File: src/rtl/mac_t_frame_writer.sv
// mac_t_frame_writer
// Byte-stream front end for the GMII transmit MAC. Each incoming frame is
// steered to either the normal or the TTE FIFO pair. A frame is admitted only
// when the chosen pair has room for a full max-size frame. Bytes past MAX_LEN
// are consumed but not written. A pointer word {5'b0, len} is pushed once the
// frame is closed.
module mac_t_frame_writer #(
    parameter int unsigned MAX_LEN  = 1518,
    parameter int unsigned DEPTH_TH = 2578
) (
    input  logic        clk,
    input  logic        rst,
    input  logic        in_valid,
    output logic        in_ready,
    input  logic [7:0]  in_data,
    input  logic        in_sop,
    input  logic        in_eop,
    input  logic        in_tte,
    output logic        data_fifo_wr,
    output logic [7:0]  data_fifo_din,
    input  logic [11:0] data_fifo_depth,
    output logic        ptr_fifo_wr,
    output logic [15:0] ptr_fifo_din,
    input  logic        ptr_fifo_full,
    output logic        tdata_fifo_wr,
    output logic [7:0]  tdata_fifo_din,
    input  logic [11:0] tdata_fifo_depth,
    output logic        tptr_fifo_wr,
    output logic [15:0] tptr_fifo_din,
    input  logic        tptr_fifo_full,
    output logic [15:0] frm_cnt,
    output logic [15:0] tte_frm_cnt,
    output logic        err_trunc,
    output logic        err_framing
);

    localparam logic [1:0] S_IDLE  = 2'd0;
    localparam logic [1:0] S_WRITE = 2'd1;
    localparam logic [1:0] S_CLOSE = 2'd2;

    localparam logic [10:0] MAX_L   = 11'(MAX_LEN);
    localparam logic [11:0] TH      = 12'(DEPTH_TH);
    localparam logic [10:0] LEN_SAT = '1;

    logic [1:0]  state;
    logic        close_2nd;
    logic        sel_tte;
    logic [10:0] len;

    logic        sel_full;
    logic [11:0] sel_depth;
    logic        admit;
    logic        accept;
    logic        wr_tte;
    logic        wr_byte;
    logic [10:0] ptr_len;

    // Admission check, handshake and per-byte write decision
    always_comb begin
        sel_full  = in_tte ? tptr_fifo_full : ptr_fifo_full;
        sel_depth = in_tte ? tdata_fifo_depth : data_fifo_depth;
        admit     = !sel_full && (sel_depth <= TH);
        in_ready  = 1'b0;
        if (!rst) begin
            case (state)
                S_IDLE:  in_ready = !(in_valid && in_sop) || admit;
                S_WRITE: in_ready = 1'b1;
                default: in_ready = 1'b0;
            endcase
        end
        accept  = in_valid && in_ready;
        wr_tte  = (state == S_IDLE) ? in_tte : sel_tte;
        wr_byte = accept && ((state == S_IDLE) ? in_sop : (len < MAX_L));
        ptr_len = (len > MAX_L) ? MAX_L : len;
    end

    // Frame FSM, registered FIFO strobes, counters and error pulses
    always_ff @(posedge clk) begin
        if (rst) begin
            state          <= S_IDLE;
            close_2nd      <= 1'b0;
            sel_tte        <= 1'b0;
            len            <= '0;
            data_fifo_wr   <= 1'b0;
            data_fifo_din  <= '0;
            ptr_fifo_wr    <= 1'b0;
            ptr_fifo_din   <= '0;
            tdata_fifo_wr  <= 1'b0;
            tdata_fifo_din <= '0;
            tptr_fifo_wr   <= 1'b0;
            tptr_fifo_din  <= '0;
            frm_cnt        <= '0;
            tte_frm_cnt    <= '0;
            err_trunc      <= 1'b0;
            err_framing    <= 1'b0;
        end else begin
            data_fifo_wr  <= 1'b0;
            tdata_fifo_wr <= 1'b0;
            ptr_fifo_wr   <= 1'b0;
            tptr_fifo_wr  <= 1'b0;
            err_trunc     <= 1'b0;
            err_framing   <= 1'b0;

            if (wr_byte) begin
                if (wr_tte) begin
                    tdata_fifo_wr  <= 1'b1;
                    tdata_fifo_din <= in_data;
                end else begin
                    data_fifo_wr  <= 1'b1;
                    data_fifo_din <= in_data;
                end
            end

            case (state)
                S_IDLE: begin
                    if (accept) begin
                        if (in_sop) begin
                            sel_tte   <= in_tte;
                            len       <= 11'd1;
                            close_2nd <= 1'b0;
                            state     <= in_eop ? S_CLOSE : S_WRITE;
                        end else begin
                            err_framing <= 1'b1;
                        end
                    end
                end
                S_WRITE: begin
                    if (accept) begin
                        if (in_sop) err_framing <= 1'b1;
                        if (len != LEN_SAT) len <= len + 11'd1;
                        if (in_eop) begin
                            close_2nd <= 1'b0;
                            state     <= S_CLOSE;
                        end
                    end
                end
                S_CLOSE: begin
                    // First close cycle issues the pointer; second is the settle gap
                    if (!close_2nd) begin
                        close_2nd <= 1'b1;
                        err_trunc <= (len > MAX_L);
                        if (sel_tte) begin
                            tptr_fifo_wr  <= 1'b1;
                            tptr_fifo_din <= {5'b0, ptr_len};
                            tte_frm_cnt   <= tte_frm_cnt + 16'd1;
                        end else begin
                            ptr_fifo_wr  <= 1'b1;
                            ptr_fifo_din <= {5'b0, ptr_len};
                            frm_cnt      <= frm_cnt + 16'd1;
                        end
                    end else begin
                        state <= S_IDLE;
                    end
                end
                default: state <= S_IDLE;
            endcase
        end
    end

endmodule
File: config.mk
export PLATFORM = sky130hd
export DESIGN_NAME = mac_t_frame_writer
export DESIGN_NICKNAME = d
export VERILOG_FILES = /design/src/rtl/mac_t_frame_writer.sv
export SDC_FILE = /design/constraint.sdc
export NUM_CORES = 1
export LEC_CHECK = 0
export ABC_AREA = 0
export CAP_MARGIN = 20
export CORE_MARGIN = 3
export CORE_UTILIZATION = 35
export CTS_BUF_LIST = sky130_fd_sc_hd__clkbuf_16
export DETAILED_ROUTE_END_ITERATION = 16
export GPL_ROUTABILITY_DRIVEN = 1
export HOLD_SLACK_MARGIN = 0.03
export PLACE_DENSITY = 0.59
export SKIP_CTS_REPAIR_TIMING = 1
export SLEW_MARGIN = 25
export SYNTH_ARGS = -nofsm -noshare
export SYNTH_HDL_FRONTEND = slang
export SYNTH_SLANG_ARGS = --single-unit
File: constraint.sdc
create_clock -name clk -period 3.2 [get_ports clk]
set_input_delay 0.64 -clock clk [delete_from_list [all_inputs] [get_ports clk]]
set_output_delay 0.64 -clock clk [all_outputs]
set_load 0.01 [all_outputs]
==> results of run 1 <==
-- registers in the layout, summed over array words and instances, names as in the netlist, 2 cells and up --
register and cells:
frm_cnt 16, len 11, ptr_fifo_din 11, tptr_fifo_din 11, data_fifo_din 8, state 2
tte_frm_cnt 16, tdata_fifo_din 8
-- worst max-delay path by stage --
| stage | start | to | cells past startpoint |
|---|---|---|---|
| 2_1_floorplan | in_tte | in_ready | 7 |
| 4_1_cts | in_tte | in_ready | 6 |
| 3_5_place_dp | in_tte | in_ready | 6 |
| 5_1_grt | in_tte | in_ready | 6 |
| 6_report | in_tte | in_ready | 6 |
| 3_3_place_gp | in_tte | in_ready | 6 |
-- worst max-delay path: cells and delay by family --
kind	cells	cell delay (ns)
compound gates	1	0.26
simple gates	3	0.96
buf+inv	2	0.60
-- cell families (layout without fill, tap and decap cells) --
| kind of cell | after synthesis | count (layout) | share of synthesized area, % |
|---|---|---|---|
| other | 1 | 10 | 0.09060 |
| DFF | 91 | 91 | 44.01 |
| muxes | 7 | 7 | 1.753 |
| xor gates and xnor gates | 27 | 27 | 5.713 |
| AOI/OAI and AO/OA | 97 | 97 | 14.93 |
| buffers and inverters | 50 | 153 | 5.985 |
| adders and majority gates | 4 | 4 | 1.209 |
| and+or+nand+nor | 217 | 217 | 26.30 |
-- placed cells by master (no fill, tap or decap), drive strengths merged, types with 2 or more instances in the layout --
| master | synthesis | layout |
|---|---|---|
| or2 | 4 | 4 |
| mux2 | 2 | 2 |
| bufinv | 0 | 3 |
| dfxtp | 91 | 91 |
| and3 | 7 | 7 |
| nor4b | 2 | 2 |
| clkbuf | 30 | 9 |
| a211oi | 5 | 5 |
| ha | 4 | 4 |
| nand2 | 58 | 58 |
| a21oi | 38 | 38 |
| xnor2 | 7 | 7 |
| mux2i | 5 | 5 |
| conb | 1 | 10 |
| a311oi | 2 | 2 |
| o311ai | 17 | 17 |
| or3 | 9 | 9 |
| o31ai | 6 | 6 |
| inv | 6 | 9 |
| a211o | 2 | 2 |
| nor3 | 14 | 14 |
| nand3 | 16 | 16 |
| nor4 | 7 | 7 |
| a31oi | 2 | 2 |
| buf | 14 | 17 |
| and4 | 4 | 4 |
| o21ai | 18 | 18 |
| nor2 | 51 | 51 |
| nand4 | 32 | 32 |
| clkdlybuf4s50 | 0 | 114 |
| nand4b | 2 | 2 |
| or4 | 7 | 7 |
| xor2 | 20 | 20 |
-- layout make-up --
cell class,instances,area (µm²),area share (%)
Multi-Input combinational cell,362,2136,37.02
Sequential cell,91,1822,31.58
Timing Repair Buffer,131,1264,21.90
Clock buffer,9,225.2,3.904
Tap cell,143,178.9,3.101
Clock inverter,7,121.4,2.104
Inverter,6,22.52,0.3904
-- metrics by stage --
stage          instance area (µm²)  setup TNS [ns]
6_report                      5769               0
5_1_grt                       5769               0
4_1_cts                       5759         -0.4185
3_5_place_dp                  5413         -0.3954
3_3_place_gp                  5413         -0.3894
2_1_floorplan                 4173               0
-- power groups by stage --
stage | combinational, mW | sequential, mW | clock (mW)
final | 0.226 | 1.17 | 1.22
after global routing | 0.246 | 1.17 | 1.31
after CTS | 0.227 | 1.17 | 1.25
after detailed placement | 0.225 | 1.19 | 0
after global placement | 0.224 | 1.19 | 0
after floorplan | 0.109 | 1.19 | 0
-- metal layers --
metal / global-route usage [%] / wire (µm) / up-vias
li1: - / - / 1988
met1: 22.30 / 5087 / 1854
met2: 29.30 / 5553 / 133
met3: 5.053 / 838 / 7
met4: 4.382 / 81 / 0
met5: 0 / 0 / -
==> metrics.md, run 1 <==
| Metric | Value |
|---|---|
| Outcome | finished clean |
| Distinct cells, synth | 46 |
| Yosys top cell area share | 44.01% |
| Arr. time, crit path | 2.47 ns |
| Slew @ Worst Pin | 0.7482 ns |
| Worst Hold Class | reg -> reg |
| Cells after Synth | 494 |
| Routed len/inst | 15.44 µm |
| Post-synthesis sequential area ratio | 44.01% |
| Remaining Overflow, GRT | 0 |
| Seq cells post-synth | 91 |
| Power per cell area | 453.5 mW/mm² |
| Num CTS Buffers | 9 |
| Share of synthesized flip-flops with an asynchronous set or reset | 0% |
| CP required | 2.56 ns |
| FF-to-FF End | len[9] |
| Io pins | 127 |
| Slowest CP cell | or4_1 |
| Max incr delay on CP | 0.52 ns |
| Critical path startpoint category | primary input |
| F_max | 321.9 MHz |
| N_diodes | 0 |
| Final setup fails | 0 |
| Clk slew on worst S/H paths | 0.06 ns |
| Sw frac | 22.36% |
| Setup WS pre-CTS | -0.3954 ns |
| Int Pwr | 2.031 mW |
| Initial core utilization | 36.09% |
| Area leader, netlist | dfxtp_1 |
| Leak | 2.049 nW |
| Number of vias per cell | 5.316 |
| Core Util, Final | 50.31% |
| CTS sink cnt | 91 |
| Number of port buffers | 116 |
| Routed WL | 11.56 mm |
| Drt first pass iters | 5 |
| Die area | 0.01317 mm² |
| Max Slew Vio Count | 0 |
| Top post-synthesis cells by area | dfxtp_1 44%, nand2_1 5.3%, nand4_1 4.8%, nor2_1 4.6%, a21oi_1 4.6% |
| Antenna violations before repair | 0 |
| Layout fillers | 1,100 |
| Fin crit share | 97.07% |
| Max Cap Viol | 0 |
| DIE WIDTH | 114.7 µm |
| Layout net count | 645 |
| Hold endpoint | tptr_fifo_din[9] |
| Clk root buf | clkbuf_16 |
| GRT Resource Usage Total | 17.50% |
| WHS | 0.4620 ns |
| EDFF count, synth | 0 |
| Reg2Reg Setup Slack | 1.05 ns |
| CTS max path bufs | 2 |
| Sequential power share | 44.6% |
| Largest net degree at the start of global routing | 37 |
| RSZ-0062 raised after global routing | false |
| Clk Latency, worst-skew pair | 0.34 ns |
| R2R cell count | 5 |
| Inst Count DP | 733 |
| DRC violations left | 0 |
| DRT iter0 DRCs | 218 |
| CORE AREA | 0.01147 mm² |
| Crit path kind | in -> out |
| NetSw | 584.9 µW |
| Synth Warn # | 0 |
| FF-to-FF Start | state[1] |
| Max FO, Critical Path | 2 |
| Relative slew margins | 50.07% |
| Routed via count | 3,982 |
| Most frequent cell after synthesis | dfxtp_1 |
| CTS HTree Levels | 3 |
| Share of layout cells above drive strength 1 | 7.756% |
| Clock power frac | 46.7% |
| Crit path capture type | primary output |
| Vias in the first global route | 3,761 |
| Rows | 39 |
| CTS tree | built |
| Crit-path cells | clkdlybuf4s50_1 -> or4_1 -> a211o_1 -> and3_4 -> nor4_4 -> buf_2 |
| Routability Congestion | 0.7939 |
| Post-detail-place hpwl | 8.478 mm |
| Routed Antenna Nets | 0 |
| Final hold vios | 0 |
| Syn Area/Cell | 8.378 µm² |
| First-pass GRT wire length | 18.58 mm |
| Area growth syn-to-layout | 39.39% |
| Fin crit period | 3.106 ns |
| Prevailing post-synth register cell | dfxtp_1 |
| Synthesized cell area | 0.004139 mm² |
| Worst hold stages | 2 |
| Total power | 2.616 mW |
| Max VDD drop | 0.0002308 V |
| Min-delay src | tptr_fifo_din[9] |
| Clk_skew | 0.008683 ns |
| Combinational fraction of design power | 8.6% |
| Setup ws final | 0.09374 ns |
| Final std cells w/o fill | 749 |
| Die height | 114.7 µm |
| Top post-synthesis cells by count | 91 x dfxtp_1, 58 x nand2_1, 51 x nor2_1 |
No activity file was read; power rests on OpenSTA's default activity.
==> run 2, diff against run 1 <==
Settings changed: CAP_MARGIN 20 to unset.
Clock period 3.2 ns to 3.65 ns, I/O delays scaled along.
==> metrics.md, run 2 (synthesis gave the netlist of run 1 again) <==
| Metric | Value |
|---|---|
| WHS | 0.4591 ns |
| Area growth syn-to-layout | 37.21% |
| Relative slew margins | 50.70% |
| Clk root buf | clkbuf_16 |
| N_diodes | 0 |
| Io pins | 127 |
| Post-detail-place hpwl | 8.243 mm |
| Sequential power share | 47.1% |
| Setup WS pre-CTS | -0.1233 ns |
| F_max | 297.9 MHz |
| Routability Congestion | 0.7943 |
| Number of port buffers | 116 |
| Remaining Overflow, GRT | 0 |
| Max Cap Viol | 0 |
| Max Slew Vio Count | 0 |
| Rows | 39 |
| Drt first pass iters | 4 |
| Sw frac | 22.19% |
| Setup ws final | 0.2929 ns |
| Clk_skew | 0.009447 ns |
| GRT Resource Usage Total | 17.18% |
| Outcome | finished clean |
| Routed via count | 3,947 |
| Worst Hold Class | reg -> reg |
| DRT iter0 DRCs | 311 |
| CTS HTree Levels | 3 |
| Initial core utilization | 36.09% |
| Max VDD drop | 0.0002573 V |
| DIE WIDTH | 114.7 µm |
| Final hold vios | 0 |
| Combinational fraction of design power | 8.7% |
| Power per cell area | 383.1 mW/mm² |
| Most common cell after layout, fill and taps aside | clkdlybuf4s50_1 |
| CTS sink cnt | 91 |
| Slew @ Worst Pin | 0.7387 ns |
| RSZ-0062 raised after global routing | false |
| Routed Antenna Nets | 0 |
| Core Util, Final | 49.53% |
| Largest net degree at the start of global routing | 53 |
| Clk Latency, worst-skew pair | 0.33 ns |
| Routed WL | 11.30 mm |
| Clock power frac | 44.1% |
| Commonest cells after routing, fill and taps aside | 114 x clkdlybuf4s50_1, 91 x dfxtp_1, 58 x nand2_1 |
| Int Pwr | 1.693 mW |
| Critical path startpoint category | primary input |
| Final setup fails | 0 |
| Die height | 114.7 µm |
| NetSw | 482.9 µW |
| DRC violations left | 0 |
| Crit path kind | in -> out |
| Routed len/inst | 15.20 µm |
| Leak | 2.009 nW |
| Arr. time, crit path | 2.63 ns |
| Crit path capture type | primary output |
| CTS max path bufs | 2 |
| Largest registers | frm_cnt: 16 flops, tte_frm_cnt: 16 flops |
| CTS tree | built |
| Post-route setup TNS | 0 ns |
| Num CTS Buffers | 9 |
| Share of layout cells above drive strength 1 | 5.833% |
| Vias in the first global route | 3,704 |
| CP required | 2.92 ns |
| Max FO, Critical Path | 2 |
| Number of vias per cell | 5.312 |
| Fin crit share | 91.98% |
| Layout net count | 639 |
| Die area | 0.01317 mm² |
| Clk slew on worst S/H paths | 0.06 ns |
| First-pass GRT wire length | 18.48 mm |
| Antenna violations before repair | 0 |
| Total power | 2.176 mW |
| CORE AREA | 0.01147 mm² |
| Fin crit period | 3.357 ns |
[run 2: stage by stage]
step / area, µm² / cells
after CTS: 5677 / 743
after floorplan: 4173 / 503
after global routing: 5679 / 743
final: 5679 / 743
after detailed placement: 5368 / 727
after global placement: 5368 / 727
[run 2: path summary, 6_finish.rpt]
kind,start,to,slack [ns],cells after the start
min,ptr_fifo_din[9],ptr_fifo_din[9],0.46,2
max,in_tte,in_ready,0.29,6
min reg2reg,ptr_fifo_din[9],ptr_fifo_din[9],0.46,2
max reg2reg,state[0],data_fifo_din[6],1.28,5
[run 2: power groups by stage]
stage          clock [mW]  sequential, mW  combinational, mW
2_1_floorplan           0            1.05             0.0955
3_3_place_gp            0            1.05              0.189
3_5_place_dp            0            1.05              0.191
4_1_cts             0.991            1.03              0.192
5_1_grt              1.03            1.03              0.208
6_report            0.961            1.03              0.190
[run 2: final cells by class]
cell class / count / area (µm²)
fillers: 1105 / 5788
multi-input cells: 362 / 2121
flip-flops and latches: 91 / 1822
repair buffers: 125 / 1226
clock buffers: 9 / 225.2
well taps: 143 / 178.9
clock inverters: 7 / 83.83
inverters: 6 / 22.52
[run 2: worst max-delay path: stages]
cell	delay, ns
clkdlybuf4s50_1	0.43
or4_1	0.52
a211o_1	0.30
and3_4	0.18
nor4_1	0.26
dlymetal6s2s_1	0.20
[run 2: per-layer routing]
layer	up-vias	GRT usage [%]	share of wire, %
li1	1970	-	-
met1	1821	22.58	44
met2	146	28.13	47
met3	10	4.895	7.9
met4	0	3.991	1.1
met5	-	0	0
